**config.mk**
```make
export PLATFORM = sky130hd
export DESIGN_NAME = nnl_reduce9
export DESIGN_NICKNAME = d
export VERILOG_FILES = /design/src/rtl/nnl_reduce9_pkg.sv /design/src/rtl/nnl_reduce9_mac.sv /design/src/rtl/nnl_reduce9.sv
export SDC_FILE = /design/constraint.sdc
export NUM_CORES = 1
export LEC_CHECK = 0
export CORE_ASPECT_RATIO = 0.5
export CORE_MARGIN = 1.5
export CORE_UTILIZATION = 55
export CTS_CLUSTER_DIAMETER = 200
export CTS_CLUSTER_SIZE = 10
export DETAILED_ROUTE_END_ITERATION = 8
export GPL_ROUTABILITY_DRIVEN = 0
export PLACE_DENSITY = 0.78
export SLEW_MARGIN = 20
export SYNTH_ARGS = -nofsm -noshare
export SYNTH_HDL_FRONTEND = slang
export SYNTH_SLANG_ARGS = --single-unit
```
**constraint.sdc**
```tcl
create_clock -name clk -period 24.4 [get_ports clk]
set_input_delay 7.32 -clock clk [delete_from_list [all_inputs] [get_ports clk]]
set_output_delay 7.32 -clock clk [all_outputs]
set_load 0.01 [all_outputs]
```
**src/rtl/nnl_reduce9_pkg.sv**
```systemverilog
// Shared fixed-point definitions for the nnl_* layers: widths, FSM states
// and the 16-bit saturating narrow used at every layer output.
package nn_pkg;

    localparam int DATA_W = 16;
    localparam int FRAC   = 8;
    localparam int ACC_W  = 36;
    localparam int N      = 9;
    localparam int IDX_W  = 4;

    typedef enum logic [2:0] {
        IDLE = 3'd0,
        LOAD = 3'd1,
        MAC  = 3'd2,
        BIAS = 3'd3,
        DONE = 3'd4
    } state_t;

    // Clamp a (ACC_W+1)-bit signed value to the signed 16-bit range.
    function automatic logic signed [DATA_W-1:0] sat16(input logic signed [ACC_W:0] v);
        localparam logic signed [ACC_W:0] SMAX = 37'sd32767;
        localparam logic signed [ACC_W:0] SMIN = -37'sd32768;
        if (v > SMAX)
            return 16'sh7fff;
        else if (v < SMIN)
            return 16'sh8000;
        else
            return v[DATA_W-1:0];
    endfunction

endpackage

```
**src/rtl/nnl_reduce9_mac.sv**
```systemverilog
// Building blocks for the reduction layer: a clear-on-disable capture
// register and a registered signed multiply-accumulate.
import nn_pkg::*;

// Capture register; synchronous clr wins over load enable.
module nn_reg #(
    parameter int W = DATA_W
) (
    input  logic         clk,
    input  logic         rst,
    input  logic         clr,
    input  logic         en,
    input  logic [W-1:0] d,
    output logic [W-1:0] q
);
    logic [W-1:0] q_q;

    // Hold, clear or load the stored word.
    always_ff @(posedge clk or negedge rst) begin
        if (!rst)
            q_q <= '0;
        else if (clr)
            q_q <= '0;
        else if (en)
            q_q <= d;
    end

    assign q = q_q;
endmodule

// acc += a*b when en; clr has priority and zeroes the accumulator.
module mac_unit (
    input  logic                     clk,
    input  logic                     rst,
    input  logic                     clr,
    input  logic                     en,
    input  logic signed [DATA_W-1:0] a,
    input  logic signed [DATA_W-1:0] b,
    output logic signed [ACC_W-1:0]  acc_out
);
    logic signed [2*DATA_W-1:0] prod;
    logic signed [ACC_W-1:0]    acc_q, acc_d;

    // Full-precision product, sign-extended into the wide accumulator.
    always_comb begin
        prod  = a * b;
        acc_d = acc_q;
        if (clr)
            acc_d = '0;
        else if (en)
            acc_d = acc_q + {{(ACC_W-2*DATA_W){prod[2*DATA_W-1]}}, prod};
    end

    // Accumulator register.
    always_ff @(posedge clk or negedge rst) begin
        if (!rst)
            acc_q <= '0;
        else
            acc_q <= acc_d;
    end

    assign acc_out = acc_q;
endmodule

```
**src/rtl/nnl_reduce9.sv**
```systemverilog
// Nine-input neuron: res = sat16(((sum x_i*w_i) >>> FRAC) + b), one shared
// MAC over nine cycles, level-enable / start / done handshake.
import nn_pkg::*;

module nnl_reduce9 (
    input  logic                     clk,
    input  logic                     rst,
    input  logic                     red_en,
    input  logic signed [DATA_W-1:0] x1,
    input  logic signed [DATA_W-1:0] x2,
    input  logic signed [DATA_W-1:0] x3,
    input  logic signed [DATA_W-1:0] x4,
    input  logic signed [DATA_W-1:0] x5,
    input  logic signed [DATA_W-1:0] x6,
    input  logic signed [DATA_W-1:0] x7,
    input  logic signed [DATA_W-1:0] x8,
    input  logic signed [DATA_W-1:0] x9,
    input  logic signed [DATA_W-1:0] w1,
    input  logic signed [DATA_W-1:0] w2,
    input  logic signed [DATA_W-1:0] w3,
    input  logic signed [DATA_W-1:0] w4,
    input  logic signed [DATA_W-1:0] w5,
    input  logic signed [DATA_W-1:0] w6,
    input  logic signed [DATA_W-1:0] w7,
    input  logic signed [DATA_W-1:0] w8,
    input  logic signed [DATA_W-1:0] w9,
    input  logic signed [DATA_W-1:0] b,
    output logic signed [DATA_W-1:0] res,
    output logic                     start,
    output logic                     done
);
    state_t                  state_q, state_d;
    logic [IDX_W-1:0]        idx_q, idx_d;
    logic [N-1:0][DATA_W-1:0] x_in, w_in, xcap, wcap;
    logic [DATA_W-1:0]       bcap;
    logic signed [ACC_W-1:0] acc;
    logic signed [ACC_W-1:0] acc_sh;
    logic [ACC_W:0]          tmp;
    logic signed [DATA_W-1:0] res_q;
    logic                    cap_en, mac_clr, mac_en;

    assign x_in = {x9, x8, x7, x6, x5, x4, x3, x2, x1};
    assign w_in = {w9, w8, w7, w6, w5, w4, w3, w2, w1};

    assign cap_en  = (state_q == LOAD);
    assign mac_clr = !red_en || (state_q == LOAD);
    assign mac_en  = (state_q == MAC);

    // Operand capture; dropping red_en wipes the captured operands.
    genvar gi;
    generate
        for (gi = 0; gi < N; gi++) begin : g_cap
            nn_reg #(.W(DATA_W)) u_xcap (
                .clk(clk), .rst(rst), .clr(!red_en), .en(cap_en),
                .d(x_in[gi]), .q(xcap[gi])
            );
            nn_reg #(.W(DATA_W)) u_wcap (
                .clk(clk), .rst(rst), .clr(!red_en), .en(cap_en),
                .d(w_in[gi]), .q(wcap[gi])
            );
        end
    endgenerate

    nn_reg #(.W(DATA_W)) u_bcap (
        .clk(clk), .rst(rst), .clr(!red_en), .en(cap_en),
        .d(b), .q(bcap)
    );

    mac_unit u_mac (
        .clk(clk), .rst(rst), .clr(mac_clr), .en(mac_en),
        .a($signed(xcap[idx_q])), .b($signed(wcap[idx_q])),
        .acc_out(acc)
    );

    // Next state and operand index; red_en low always returns to IDLE.
    always_comb begin
        state_d = state_q;
        idx_d   = '0;
        case (state_q)
            IDLE: if (red_en) state_d = LOAD;
            LOAD: state_d = MAC;
            MAC: begin
                if (idx_q == IDX_W'(N-1))
                    state_d = BIAS;
                else
                    idx_d = idx_q + 1'b1;
            end
            BIAS: state_d = DONE;
            DONE: state_d = DONE;
            default: state_d = IDLE;
        endcase
        if (!red_en) begin
            state_d = IDLE;
            idx_d   = '0;
        end
    end

    // State and index registers.
    always_ff @(posedge clk or negedge rst) begin
        if (!rst) begin
            state_q <= IDLE;
            idx_q   <= '0;
        end else begin
            state_q <= state_d;
            idx_q   <= idx_d;
        end
    end

    // Scale back to Q7.8 (arithmetic shift floors), add bias, widened by one bit.
    always_comb begin
        acc_sh = acc >>> FRAC;
        tmp    = {acc_sh[ACC_W-1], acc_sh}
               + {{(ACC_W+1-DATA_W){bcap[DATA_W-1]}}, bcap};
    end

    // Result register; written only by a BIAS cycle that is not being aborted.
    always_ff @(posedge clk or negedge rst) begin
        if (!rst)
            res_q <= '0;
        else if (state_q == BIAS && red_en)
            res_q <= sat16($signed(tmp));
    end

    assign res   = res_q;
    assign start = (state_q == LOAD);
    assign done  = (state_q == DONE);
endmodule

```
# After elaboration in Yosys (flattened, before gate mapping)
# Index checks and enable logic that the tools add are counted.
# word_totals
regBits	363
input_bits	307
output_inout_bits	18
# classes
addsub	3
multipliers	1
magnitude_cmp	3
eq_ne	7
muxes	52
reduce_logical	6
# ops
operator	n
16-bit two-way mux	42
16-bit binary-select mux with 4-bit select	2
36-bit two-way mux	2
36-bit adder	1
16-bit by 16-bit multiplier with 32-bit output	1
28-bit by 16-bit adder with 29-bit output	1
29-bit by 16-bit greater-than comparator with 1-bit output, second input constant	1
29-bit by 16-bit less-than comparator with 1-bit output, second input constant	1
4-bit two-way mux	3
3-bit one-hot mux with 4 select lines	1
3-bit by 2-bit equality test with 1-bit output, second input constant	2
3-bit two-way mux	2
4-bit by 5-bit less-than comparator with 1-bit output, second input constant	1
4-bit by 1-bit adder with 4-bit output, second input constant	1
4-bit equality test, second input constant	1
3-bit by 1-bit equality test with 1-bit output, second input constant	1
3-bit equality test, second input constant	1
3-bit logical NOT	1
3-bit by 2-bit inequality test with 1-bit output, second input constant	1
2-bit by 1-bit inequality test with 1-bit output, second input constant	1
2-bit nonzero test	1
2-bit OR reduction	1
1-bit logical AND	1
1-bit logical NOT	1
1-bit logical OR	1

# Logic depth before layout (Yosys ltp)
# logic_depth
word_depth	6
ltp_mapped	44
ltp_nobuf	41

# Modules after synthesis
# A second synthesis with hierarchy kept.
# unflattened
cells_unflattened	3002
hier_area_um2	30759.5
# modules_own_cells
module	n_inst	cells_per_inst	area_per_inst_um2
mac_unit	1	1449	12953.7
nn_reg	19	52	660.6
nnl_reduce9	1	565	5253.8

# Worst setup path before layout
# Ideal clock, no wire load.
# synth_timing
kind	register to register
from	reg idx_q[0]
to	reg u_mac.acc_q[35] (netlist: u_mac.acc_out[35])
setup_ns	0.082
arrival_time_ns	9.554
required_time_ns	24.318
setup_slack_ns	14.764
stages_incl_launch_ff	42
n_path_buf	4
period_less_slack_ns	9.636
cell_sequence	dfrtp_1 -> clkbuf_1 -> clkbuf_1 -> buf_1 -> mux4_2 -> mux2i_1 -> o21a_1 -> clkbuf_1 -> nor2_1 -> fa_1 -> inv_1 -> fa_1 -> fa_1 -> inv_1 -> fa_1 -> fa_1 -> inv_1 -> fa_1 -> [... 6 more ...] -> a21o_1 -> nand3_1 -> nand2_1 -> a21o_1 -> a21oi_1 -> xnor2_1 -> ha_1 -> nand3_1 -> o211ai_1 -> nor2b_1 -> a211oi_1 -> nand2_1 -> a221oi_1 -> a211oi_1 -> a31oi_1 -> xor2_1 -> a21oi_1 -> o22ai_1
# synth_between
elab_chain_cells	6
word_cells_on_any_way	8
cone_classes	add/sub (1); mul (1); mux (6)
# synth_lines
element	line	text
from (decl)	nnl_reduce9.sv:33	logic [IDX_W-1:0] idx_q, idx_d;
from (signal assigned)	nnl_reduce9.sv:105	idx_q <= idx_d;
16-bit binary-select mux with 4-bit select	nnl_reduce9.sv:71	.a($signed(xcap[idx_q])), .b($signed(wcap[idx_q])),
16-bit two-way mux (implied by the code)	nnl_reduce9.sv:71	
16-bit by 16-bit multiplier with 32-bit output *	nnl_reduce9_mac.sv:46	prod = a * b;
36-bit adder *	nnl_reduce9_mac.sv:51	acc_d = acc_q + {{(ACC_W-2*DATA_W){prod[2*DATA_W-1]}}, prod};
36-bit two-way mux *	nnl_reduce9_mac.sv:50	else if (en)
36-bit two-way mux *	nnl_reduce9_mac.sv:48	if (clr)
to (signal assigned)	nnl_reduce9_mac.sv:57	acc_q <= '0;
to (signal assigned)	nnl_reduce9_mac.sv:59	acc_q <= acc_d;
to (decl)	nnl_reduce9_mac.sv:42	logic signed [ACC_W-1:0] acc_q, acc_d;
# Mark *: on every way between the ends. The rest lies on a longest branch, timed or not. The select of a mux whose other input is x is not followed.
# A chain may end at the register's enable or synchronous reset.

# Final worst setup path
# Ends and elaborated chain as after synthesis.

==> results.py <==
metrics = {
    "outcome": {
        "status": "finished clean",
    },
    "yosys": {
        "async_reset_ff_share_pct": 100,
        "yosys.cell_count.top_type": "nand2_1",
        "ys_top_cells_by_area": "dfrtp_1 (30%), fa_1 (18%), nand2_1 (10%)",
        "ys_types": 70,
        "synth_edf_count": 0,
        "synth_warnings": 0,
        "synth_top_area_share_pct": 30.4,
        "synth_common_cells": "nand2_1 (807), dfrtp_1 (363), inv_1 (330)",
        "synthFlopType": "dfrtp_1",
        "syn-num-nets": 3995,
        "netlist_area_um2": 29900,
        "yosysTopAreaCell": "dfrtp_1",
        "ys_ff_latch": 363,
        "syn_area_per_cell_um2": 9.12,
        "synth_cells": 3277,
        "yosysSeqAreaShare_pct": 30.4,
    },
    "clocking": {
        "cts_tree": "done",
        "cts_buffers": 42,
        "clock-root-buffer": "clkbuf_16",
        "post_cts_buffers": 0,
        "cts_htree_levels": 2,
        "clkTransAtPathRegs_ns": 0.06,
        "cts_resized": 0,
        "clock-sinks": 363,
        "clockBufferDepth": 3,
        "clock_latency_ns": 0.57,
        "hold_buffers": 0,
    },
    "sta": {
        "setup_violations": 0,
        "rsz0062_at_grt": "false",
        "worst_slew_pin_slew_ns": 1.16,
        "skew_ns": 0.0179,
        "period_share_pct": 45.3,
        "finalSetupTns_ns": 0,
        "max_freq_mhz": 90.5,
        "period_minus_slack_ns": 11.05,
        "max_slew_margin_pct": 22.7,
        "finalMaxSlewViolations": 0,
        "hold_violations": 0,
    },
    "worst_hold_path": {
        "hold_class": "reg2reg",
    },
    "drt": {
        "drc_errors": 0,
        "ant_nets": 0,
        "route.vias.total": 24000,
        "post_drt_wl_per_cell_um": 19.4,
        "wl_um": 82200,
        "viasPerCell": 5.67,
        "drt-pass1-iter-count": 8,
        "drtIter0Drc": 2351,
    },
    "place": {
        "dp.cells": 4176,
        "dpl_cell_area_um2": 33700,
        "io_buffers": 324,
        "dp_hpwl_um": 60600,
    },
    "cells_and_area": {
        "layout.nets": 4227,
        "final_util_pct": 65.0,
        "drive_gt1_share_pct": 5.38,
        "design_area_um2": 34900,
        "regArea_um2": 9090,
        "final_cells": 4236,
        "area_growth_pct": 16.8,
        "filler_cell_count": 4296,
        "multi_input_area_um2": 18900,
    },
    "setup_path": {
        "cp_slowest_cell": "dfrtp_4",
        "path_buf_inv": 7,
        "cp_max_fo": 35,
        "cp.arrival_ns": 11.55,
        "criticalPathCategory": "reg2reg",
        "critPathTopFamily": "compound AO/OA/AOI/OAI gates",
        "cp_common_cell": "inv_1",
        "slowest_delay_ns": 0.88,
        "required_ns": 24.89,
        "cp-start-kind": "flip-flop",
        "worstSetupEndpointType": "flip-flop",
    },
    "pwr": {
        "cellLeakagePower_nw": 15.8,
        "fin_total_pwr_mw": 2.13,
        "power_density_nw_per_um2": 61.0,
        "ir_drop_mv": 0.0483,
    },
    "floorplanning": {
        "chipWidth_um": 333,
        "initial_core_util_pct": 55.7,
        "dieArea_um2": 55800,
        "die_y_um": 168,
        "ioPinCount": 325,
        "row_count": 60,
        "fp.coreArea_um2": 53700,
    },
    "global_route": {
        "overflow": 0,
        "grt_pass1_vias": 24900,
        "grt_use_total_pct": 29.8,
        "grt_max_degree": 275,
        "antenna_found_initial": 11,
        "grt_first_pass_wirelength_um": 132000,
    },
    "job": {
        "cap_violations": 0,
    },
}
## cell usage in the layout (no fill, tap or decap), types with 6 or more instances in the layout
master,instances
nand2_1,806
dfrtp_1,360
inv_1,330
clkdlybuf4s50_1,322
a21boi_0,305
fa_1,264
nor2_1,223
ha_1,147
a21oi_1,89
o21ai_0,75
mux4_2,64
xnor2_1,54
clkbuf_16,43
mux2i_1,36
nand2b_1,36
buf_4,33
a21o_1,31
xor2_1,29
o21a_1,23
nor3_1,20
nor2b_1,19
o21ai_1,17
a211oi_1,16
nand3_1,14
a21oi_2,13
o21bai_1,12
diode_2,11
and2_1,11
o31ai_1,8
a211o_1,8
a31oi_1,7
nand3b_1,6
or3_1,6
## worst reg2reg max path, delay by kind of cell (launching register included)
family | cells | cell delay (ns)
simple gates | 8 | 0.95
xor+xnor | 2 | 0.38
fa+ha+maj | 8 | 3.26
buf+inv | 7 | 1.08
mux | 2 | 0.97
compound gates | 15 | 3.47
flops | 1 | 0.88
## through the flow
step                worst slack [ns]  hold WS (ns)
global route                   12.54         0.525
floorplan                      14.76         0.455
detailed placement             13.45         0.483
global placement               13.67         0.469
CTS                            13.41         0.495
finish                         13.35         0.494
## logic make-up after synthesis
| kind of cell | count (synthesis) | share of synthesized area [%] |
|---|---|---|
| XOR/XNOR | 83 | 2.43 |
| AO/OA/AOI/OAI | 647 | 15.1 |
| flip-flops | 363 | 30.4 |
| multiplexers | 100 | 6.03 |
| buffers and inverters | 504 | 6.40 |
| adder cells (fa/ha/maj) | 411 | 23.8 |
| AND/OR/NAND/NOR | 1169 | 15.8 |
## final timing paths
path                                         startpoint                               end  slack, ns  depth (start not counted)
max                                  idx_q[0]$_DFF_PN0_     u_mac.acc_out[35]$_DFFE_PN0P_      13.35                         42
min                        u_mac.acc_out[6]$_DFFE_PN0P_      u_mac.acc_out[6]$_DFFE_PN0P_       0.49                          2
max reg2reg                          idx_q[0]$_DFF_PN0_     u_mac.acc_out[35]$_DFFE_PN0P_      13.35                         42
min reg2reg                u_mac.acc_out[6]$_DFFE_PN0P_      u_mac.acc_out[6]$_DFFE_PN0P_       0.49                          2
max in group asynchronous                           rst     u_mac.acc_out[35]$_DFFE_PN0P_      15.52                          4
min in group asynchronous                           rst  g_cap[2].u_wcap.q[6]$_DFFE_PN0N_       6.79                          1
## per-layer routing
layer,routed length [um],up-vias,GRT usage [%]
li1,-,11100,-
met1,34100,11900,39.7
met2,38700,845,48.2
met3,5450,232,4.81
met4,3990,0,14.2
met5,0,-,0
## sequential cells by signal, summed over array words and instances (netlist names)
name / count
g_cap.u_wcap.q: 144
g_cap.u_xcap.q: 144
idx_q: 4
res: 16
state_q: 3
u_bcap.q: 16
u_mac.acc_out: 36
## final cells by class
| class | instances | share of cell area (%) |
|---|---|---|
| antenna | 11 | 0.0789 |
| clock buffer | 44 | 3.09 |
| clock inverter | 3 | 0.168 |
| inverter | 331 | 3.58 |
| multi-input combinational | 2410 | 54.2 |
| sequential | 363 | 26.1 |
| tap | 713 | 2.56 |
| timing repair buffer | 361 | 10.3 |
## power by group
part           internal [mW]  switching, mW
sequential             0.683         0.0580
combinational          0.332          0.483
clock                  0.314          0.258
Note: power is estimated with default switching activity, not from simulation.
